## src/rtl/branch_resolve_pkg.sv

```systemverilog
// Shared constants and types for the branch resolution slice.
// Holds the fetch-side defines plus the resolver's local state encoding.
package branch_resolve_pkg;

    localparam int unsigned DEF_PC_SIZE    = 32;
    localparam logic [6:0]  OPCODE_BXX     = 7'b1100011;
    localparam int unsigned BXX_SEQ_OFFSET = 4;

    typedef enum logic {
        RUN     = 1'b0,
        RECOVER = 1'b1
    } br_state_t;

endpackage

```

## src/rtl/branch_resolve_pred_fifo.sv

```systemverilog
// Synchronous circular FIFO with flush, full/empty and occupancy count.
// Reads are fall-through: rd_data always shows the entry at the read pointer.
module pred_fifo #(
    parameter int unsigned WIDTH = 8,
    parameter int unsigned DEPTH = 4
) (
    input  logic                     clk,
    input  logic                     rst,
    input  logic                     flush,
    input  logic                     wr_en,
    input  logic [WIDTH-1:0]         wr_data,
    input  logic                     rd_en,
    output logic [WIDTH-1:0]         rd_data,
    output logic                     full,
    output logic                     empty,
    output logic [$clog2(DEPTH):0]   count
);

    localparam int unsigned PW = $clog2(DEPTH);
    localparam int unsigned CW = PW + 1;

    logic [WIDTH-1:0] mem [DEPTH];
    logic [PW-1:0]    wr_ptr;
    logic [PW-1:0]    rd_ptr;
    logic             do_wr;
    logic             do_rd;

    assign full    = (count == CW'(DEPTH));
    assign empty   = (count == '0);
    assign do_wr   = wr_en && !full;
    assign do_rd   = rd_en && !empty;
    assign rd_data = mem[rd_ptr];

    always_ff @(posedge clk) begin
        if (do_wr && !flush) begin
            mem[wr_ptr] <= wr_data;
        end
    end

    // Pointers wrap naturally because DEPTH is a power of two.
    always_ff @(posedge clk or posedge rst) begin
        if (rst) begin
            wr_ptr <= '0;
            rd_ptr <= '0;
            count  <= '0;
        end else if (flush) begin
            wr_ptr <= '0;
            rd_ptr <= '0;
            count  <= '0;
        end else begin
            if (do_wr) begin
                wr_ptr <= wr_ptr + PW'(1);
            end
            if (do_rd) begin
                rd_ptr <= rd_ptr + PW'(1);
            end
            case ({do_wr, do_rd})
                2'b10:   count <= count + CW'(1);
                2'b01:   count <= count - CW'(1);
                default: count <= count;
            endcase
        end
    end

endmodule

```

## src/rtl/branch_resolve.sv

```systemverilog
// Resolves fetch-time Bxx predictions against execute outcomes and drives
// the misprediction redirect (fail pc + fail imm) back to next-PC logic.
module branch_resolve
    import branch_resolve_pkg::*;
#(
    parameter int unsigned PC_SIZE     = DEF_PC_SIZE,
    parameter int unsigned DEPTH       = 4,
    parameter int unsigned RECOVER_CYC = 2
) (
    input  logic                     clk,
    input  logic                     rst,
    input  logic                     push_valid,
    output logic                     push_ready,
    input  logic [PC_SIZE-1:0]       push_pc,
    input  logic [PC_SIZE-1:0]       push_imm,
    input  logic                     push_take,
    input  logic                     res_valid,
    input  logic                     res_taken,
    output logic                     predict_fail,
    output logic [PC_SIZE-1:0]       bxx_fail_pc,
    output logic [PC_SIZE-1:0]       bxx_fail_imm,
    output logic                     busy,
    output logic [$clog2(DEPTH):0]   occupancy,
    output logic                     underflow_err
);

    localparam int unsigned EW = 2 * PC_SIZE + 1;
    localparam int unsigned RW = $clog2(RECOVER_CYC + 1);

    br_state_t          state;
    logic [RW-1:0]      rec_cnt;

    logic [EW-1:0]      head;
    logic [PC_SIZE-1:0] head_pc;
    logic [PC_SIZE-1:0] head_imm;
    logic               head_take;
    logic               fifo_full;
    logic               fifo_empty;

    logic               res_acc;
    logic               mismatch;
    logic               push_acc;

    assign {head_pc, head_imm, head_take} = head;

    assign push_ready = (state == RUN) && !fifo_full;
    assign busy       = (state == RECOVER);
    assign res_acc    = res_valid && (state == RUN) && !fifo_empty;
    assign mismatch   = res_acc && (head_take != res_taken);
    // Younger entries are wrong-path on a mismatch, so a same-cycle push is dropped too.
    assign push_acc   = push_valid && push_ready && !mismatch;

    pred_fifo #(
        .WIDTH (EW),
        .DEPTH (DEPTH)
    ) u_pred_fifo (
        .clk     (clk),
        .rst     (rst),
        .flush   (mismatch),
        .wr_en   (push_acc),
        .wr_data ({push_pc, push_imm, push_take}),
        .rd_en   (res_acc),
        .rd_data (head),
        .full    (fifo_full),
        .empty   (fifo_empty),
        .count   (occupancy)
    );

    always_ff @(posedge clk or posedge rst) begin
        if (rst) begin
            state         <= RUN;
            rec_cnt       <= '0;
            predict_fail  <= 1'b0;
            bxx_fail_pc   <= '0;
            bxx_fail_imm  <= '0;
            underflow_err <= 1'b0;
        end else begin
            predict_fail <= 1'b0;
            case (state)
                RUN: begin
                    if (res_valid && fifo_empty) begin
                        underflow_err <= 1'b1;
                    end
                    if (mismatch) begin
                        state        <= RECOVER;
                        rec_cnt      <= RW'(RECOVER_CYC - 1);
                        predict_fail <= 1'b1;
                        bxx_fail_pc  <= head_pc;
                        // Predicted taken but fell through: resume at the next sequential Bxx slot.
                        bxx_fail_imm <= head_take ? PC_SIZE'(BXX_SEQ_OFFSET) : head_imm;
                    end
                end
                RECOVER: begin
                    if (rec_cnt == '0) begin
                        state <= RUN;
                    end else begin
                        rec_cnt <= rec_cnt - RW'(1);
                    end
                end
                default: state <= RUN;
            endcase
        end
    end

endmodule

```

## config.mk

```make
export PLATFORM = sky130hd
export DESIGN_NAME = branch_resolve
export DESIGN_NICKNAME = d
export VERILOG_FILES = /design/src/rtl/branch_resolve_pkg.sv /design/src/rtl/branch_resolve_pred_fifo.sv /design/src/rtl/branch_resolve.sv
export SDC_FILE = /design/constraint.sdc
export NUM_CORES = 1
export LEC_CHECK = 0
export CORE_ASPECT_RATIO = 1.1
export CORE_MARGIN = 1.5
export CORE_UTILIZATION = 50
export DETAILED_ROUTE_END_ITERATION = 8
export PLACE_DENSITY = 0.72
export SLEW_MARGIN = 20
export SYNTH_ARGS = -nofsm -noshare
export SYNTH_HDL_FRONTEND = slang
export SYNTH_HIERARCHICAL = 1
export SYNTH_SLANG_ARGS = --single-unit
```

## constraint.sdc

```tcl
create_clock -name clk -period 13.5 [get_ports clk]
set_clock_uncertainty 0.2 [all_clocks]
set_input_delay 2.025 -clock clk [delete_from_list [all_inputs] [get_ports clk]]
set_output_delay 2.025 -clock clk [all_outputs]
set_load 0.01 [all_outputs]
```

==> qor.txt, run 1 <==
Netlist Area Pre-Place: 12,600 um2
Drt pass-1 iters: 4
Hold-fix buffers at CTS: 0
Post-synthesis instance total: 570
Syn_area_per_cell: 22.1 um2
Area Overhead vs Synth: 22.0%
Slew HR: 31.8%
Crit path DAT: 5070 ps
Setup_tns: 0 ps
PortBufs: 140
Sequential cell area: 9720 um2
Largest net degree at the start of global routing: 67
Max-slew violations: 0
Final net count: 795
Max Cap Viol: 0
Ys flop type: edfxtp_1
Post-synthesis sequential area ratio: 77.1%
Global-route wire length before repair: 36,600 um
Share of cells above drive strength 1: 19.1%
CP Max Fanout: 65
Core Box Area: 24,600 um2
Synth warn: 6
Dominant cells by area after synthesis: edfxtp_1 (62%), dfrtp_1 (15%), mux4_2 (12%)
Routed Wire Length: 23,500 um
Syn nets: 646
Cts bufs inserted: 34
CP Class: in2reg
Routed len/inst: 22.3 um
Worst-Skew Late Latency: 500 ps
Via count: 5,980
VDD IR max: 0.000132 V
CTS Sinks: 336
Number of H-tree levels: 2
Number of core rows: 60
DIE AREA: 26,200 um2
Hold crit path type: reg2reg
EDFF count, synth: 260
Total Routing Usage GR: 18.6%
Minimum clock period: 5160 ps
GP Congestion: 0.728
Final hold slack: 280 ps
Fill count: 1,670
RSZ-0062 raised after global routing: false
Post-CTS sizing: 0
Post-DP HPWL: 13,600 um
Gr ovfl total: 0
Post-synth top cells: edfxtp_1 (260), dfrtp_1 (76), mux4_2 (65)
CP required: 13,410 ps
Setup crit start kind: input port
CTS tree: done
1st-iter DRT viols: 429
Initial antenna violation count: 1
Final Setup Violations: 0
Top-count cell post-synth: edfxtp_1
Synth Register Bits: 336
DIE HEIGHT: 169 um
Leak: 5.29 nW
Area share of the leading cell type in the synthesized netlist: 62.0%
Area taken by multi-input logic gates: 2580 um2
Initial Util: 51.2%
DRC Markers: 0
Non-filler cells, final: 1,056
CTS clk-pin slew, worst paths: 60 ps
Max frequency: 0.194 GHz
Worst-Margin Slew: 1020 ps
Root buffer cell: clkbuf_16
Vias per std cell: 5.66
Setup Fix Bufs, Post-CTS: 0
Clock Tree Buf Depth: 3
Synth area leader: edfxtp_1
I/O Pins: 141
Vias in the first global route: 6,379
Die Wd: 154 um
Post-route antenna net violation count: 0
Endpoint class of the critical path: register
Status: complete, no violations
Final hold violations: 0
DP Cell Count: 993
Async SR Flop Fraction: 22.6%
Yosys cell types: 48
Period utilisation layout: 38.2%
Pwr/cell area: 215 nW/um2
==> placed cells by master, fill, tap and decap left out, drive strengths merged, types with 4 or more instances in the layout <==
cell,Yosys,routed
dfrtp,76,76
clkbuf,3,45
edfxtp,260,260
ha,5,5
mux4,65,65
a22o,31,31
and2,5,5
inv,12,11
mux2,32,32
a21oi,5,5
clkdlybuf4s50,0,140
nor2,5,5
o21ai,4,4
clkinv,1,12
bufinv,0,5
==> critical path: stages <==
cell and delay (ps):
clkdlybuf4s50_1 420, nor3b_4 220, nand2_4 380, and3_1 510
inv_1 160, nor3_1 400, and2_4 900
==> registers in the layout (all words and copies together) (netlist names) <==
name                flops
u_pred_fifo/mem       260
bxx_fail_imm           32
bxx_fail_pc            32
u_pred_fifo/count       3
rec_cnt                 2
u_pred_fifo/rd_ptr      2
u_pred_fifo/wr_ptr      2
busy                    1
predict_fail            1
underflow_err           1
==> path summary, 6_finish.rpt <==
kind,start,to,slack [ps],cells after the start
min in group asynchronous,rst,u_pred_fifo/rd_ptr[0],1700,2
max in group asynchronous,rst,bxx_fail_imm[23],10290,3
hold / removal,bxx_fail_pc[15],bxx_fail_pc[15],280,1
setup reg to reg,u_pred_fifo/rd_ptr[1],u_pred_fifo/mem[0][38],8800,7
hold reg to reg,bxx_fail_pc[15],bxx_fail_pc[15],280,1
setup / recovery,res_valid,u_pred_fifo/mem[0][38],8340,7
==> per-stage QoR <==
step | setup slack [ps] | power [W] | utilization, % | cell area, um2
finish | 8340 | 0.00330 | 62.4 | 15400
global route | 8100 | 0.00345 | 62.4 | 15400
CTS | 8370 | 0.00333 | 62.4 | 15400
detailed placement | 7850 | 0.00234 | 57.5 | 14200
global placement | 8040 | 0.00231 | 57.5 | 14200
floorplan | 8270 | 0.00201 | - | 12600
==> layer usage <==
metal	share of wire, %	global-route usage, %	vias up
met5	0	0	-
met4	2.3	5.89	0
met3	6.7	3.63	41
met2	49	30.3	223
met1	42	25.8	3098
li1	-	-	2618
==> final cells by class <==
class                           instances  area share [%]
Clock inverter                         17            1.40
Antenna cell                            1          0.0163
Timing Repair Buffer                  143            9.27
Clock buffer                           45            6.42
Inverter                               13           0.358
Sequential cell                       336            63.2
Multi-Input combinational cell        191            16.8
Tap cell                              310            2.52
==> kinds of logic after synthesis <==
logic type,Yosys count,share of synthesized area [%]
buf+inv,43,2.55
fa+ha+maj,6,0.655
mux,97,14.5
flops,336,77.1
simple gates,31,1.63
xor+xnor,4,0.278
compound gates,53,3.34
==> where the power goes <==
group | switching, W | internal, W | total (W)
clock network | 0.000372 | 0.000611 | 0.000983
registers | 0.000140 | 0.00134 | 0.00148
logic | 0.000365 | 0.000465 | 0.000831
total | 0.000878 | 0.00242 | 0.00330
Note: power is estimated with default switching activity, not from simulation.
==> run 2, diff against run 1 <==
clock period = 4.8 ns   (was 13.5 ns; I/O delays follow)
==> qor.txt, run 2 (same netlist as run 1, synthesis figures left out) <==
DRC Markers: 0 (unchanged)
Minimum clock period: 3810 ps
Post-route antenna net violation count: 0 (unchanged)
Crit path DAT: 3860 ps (was 5070 ps)
Vias in the first global route: 6,441 (was 6,379)
Status: complete, no violations (unchanged)
Cts bufs inserted: 31 (was 34)
Root buffer cell: clkbuf_16 (unchanged)
Routed Wire Length: 23,600 um (was 23,500 um)
Reg2reg start: u_pred_fifo/count[0] (was u_pred_fifo/rd_ptr[1])
Max Cap Viol: 0 (unchanged)
Post-Place Setup Slack: 866 ps (was 7850 ps)
Leak: 5.27 nW (was 5.29 nW)
Number of core rows: 60 (unchanged)
RSZ-0062 raised after global routing: false (unchanged)
Die Wd: 154 um (unchanged)
Hold-fix buffers at CTS: 0 (unchanged)
Worst setup margin: 993 ps (was 8340 ps)
Most common cell after layout, fill and taps aside: edfxtp_1 (unchanged)
Initial antenna violation count: 1 (unchanged)
Max frequency: 0.263 GHz
Endpoint class of the critical path: register (unchanged)
Gr ovfl total: 0 (unchanged)
GP Congestion: 0.770 (was 0.728)
CP Max Fanout: 34 (was 65)
CTS clk-pin slew, worst paths: 70 ps (was 60 ps)
Hold crit path type: reg2reg (unchanged)
CP Class: reg2reg (was in2reg)
VDD IR max: 0.000327 V (was 0.000132 V)
Total Routing Usage GR: 18.5% (was 18.6%)
Number of flip-flops in the largest register: 260 (unchanged)
Period utilisation layout: 79.3%
Setup crit start kind: register (was input port)
Largest net degree at the start of global routing: 66 (was 67)
Drt pass-1 iters: 4 (unchanged)
Most flops, register: u_pred_fifo/mem (unchanged)
Via count: 6,098 (was 5,980)
Final Setup Violations: 0 (unchanged)
Worst-Margin Slew: 933 ps (was 1020 ps)
Slew HR: 37.8% (was 31.8%)
Share of cells above drive strength 1: 20.1% (was 19.1%)
DIE AREA: 26,200 um2 (unchanged)
CP required: 4850 ps (was 13,410 ps)
I/O Pins: 141 (unchanged)
DIE HEIGHT: 169 um (unchanged)
Post-DP HPWL: 14,800 um (was 13,600 um)
Post-CTS sizing: 0 (unchanged)
Core Box Area: 24,600 um2 (unchanged)
Final net count: 803 (was 795)
Setup_tns: 0 ps (unchanged)
Initial Util: 51.2% (unchanged)
CTS Sinks: 336 (unchanged)
Hold Startpoint: bxx_fail_pc[15] (unchanged)
CTS tree: done (unchanged)
Worst-Skew Late Latency: 560 ps (was 500 ps)
PortBufs: 140 (unchanged)
Number of H-tree levels: 1 (was 2)
Most frequent cells in the layout: edfxtp_1 (260), clkdlybuf4s50_1 (140), dfrtp_1 (74) (unchanged)
Area Overhead vs Synth: 21.7% (was 22.0%)
Top Registers: u_pred_fifo/mem: 260 flops, bxx_fail_imm: 32 flops, bxx_fail_pc: 32 flops (unchanged)
CP startpoint: u_pred_fifo/count[0] (was res_valid)
Routed len/inst: 22.2 um (was 22.3 um)
Setup Fix Bufs, Post-CTS: 0 (unchanged)
Global-route wire length before repair: 37,100 um (was 36,600 um)
Max-slew violations: 0 (unchanged)
Clock Tree Buf Depth: 3 (unchanged)
Final hold violations: 0 (unchanged)
1st-iter DRT viols: 361 (was 429)
Pwr/cell area: 586 nW/um2 (was 215 nW/um2)
Vias per std cell: 5.74 (was 5.66)
## run 2: cell count changes in the layout (fill, tap and decap cells not counted), sizes merged
cell      change
clkinvlp      +1
clkbuf        -5
buf          +11
clkinv        -5
bufinv        -3
inv           +8
## run 2: stage by stage
stage               instance area, um2  utilization, %  cells  hold slack [ps]  total power (W)
finish                           15300            62.3   1063              285          0.00899
global route                     15300            62.3   1062              310          0.00940
floorplan                        12600               -    570              244          0.00564
global placement                 14300            58.0   1004              268          0.00655
detailed placement               14300            58.0   1004              276          0.00663
CTS                              15300            62.3   1062              291          0.00909
## run 2: final cells by class
| class | instances | area, um2 |
|---|---|---|
| Antenna cell | 1 | 2.50 |
| Clock buffer | 40 | 850 |
| Inverter | 13 | 55.1 |
| Multi-Input combinational cell | 191 | 2580 |
| Clock inverter | 18 | 188 |
| Sequential cell | 336 | 9720 |
| Fill cell | 1647 | 9290 |
| Timing Repair Buffer | 154 | 1560 |
| Tap cell | 310 | 388 |
## run 2: worst max-delay path, cell delays in order, from the launching register on
cell and delay (ps):
dfrtp_1 520, or2_2 370, nor2_1 230, nor3b_4 140, nand2_4 80, buf_4 390
inv_1 250, nor3_1 450, and2_4 540, buf_4 310
## run 2: power breakdown
part           internal [W]  total [W]  switching [W]
Clock               0.00138    0.00244        0.00106
Sequential          0.00377    0.00404       0.000269
Combinational       0.00135    0.00251        0.00116
## run 2: worst paths after layout
check | endpoint | slack [ps] | depth (start not counted)
setup / recovery | u_pred_fifo/mem[3][54] | 990 | 9
hold / removal | bxx_fail_pc[15] | 290 | 1
setup reg to reg | u_pred_fifo/mem[3][54] | 990 | 9
hold reg to reg | bxx_fail_pc[15] | 290 | 1
max in group asynchronous | bxx_fail_imm[6] | 2980 | 3
min in group asynchronous | u_pred_fifo/rd_ptr[1] | 350 | 2
## run 2: routing by layer
| layer | wire length (um) | GRT usage [%] | up-vias |
|---|---|---|---|
| met3 | 1650 | 3.35 | 33 |
| met1 | 10100 | 26.5 | 3195 |
| met2 | 11400 | 29.8 | 233 |
| met5 | 0 | 0 | - |
| met4 | 438 | 5.39 | 0 |
| li1 | - | - | 2637 |
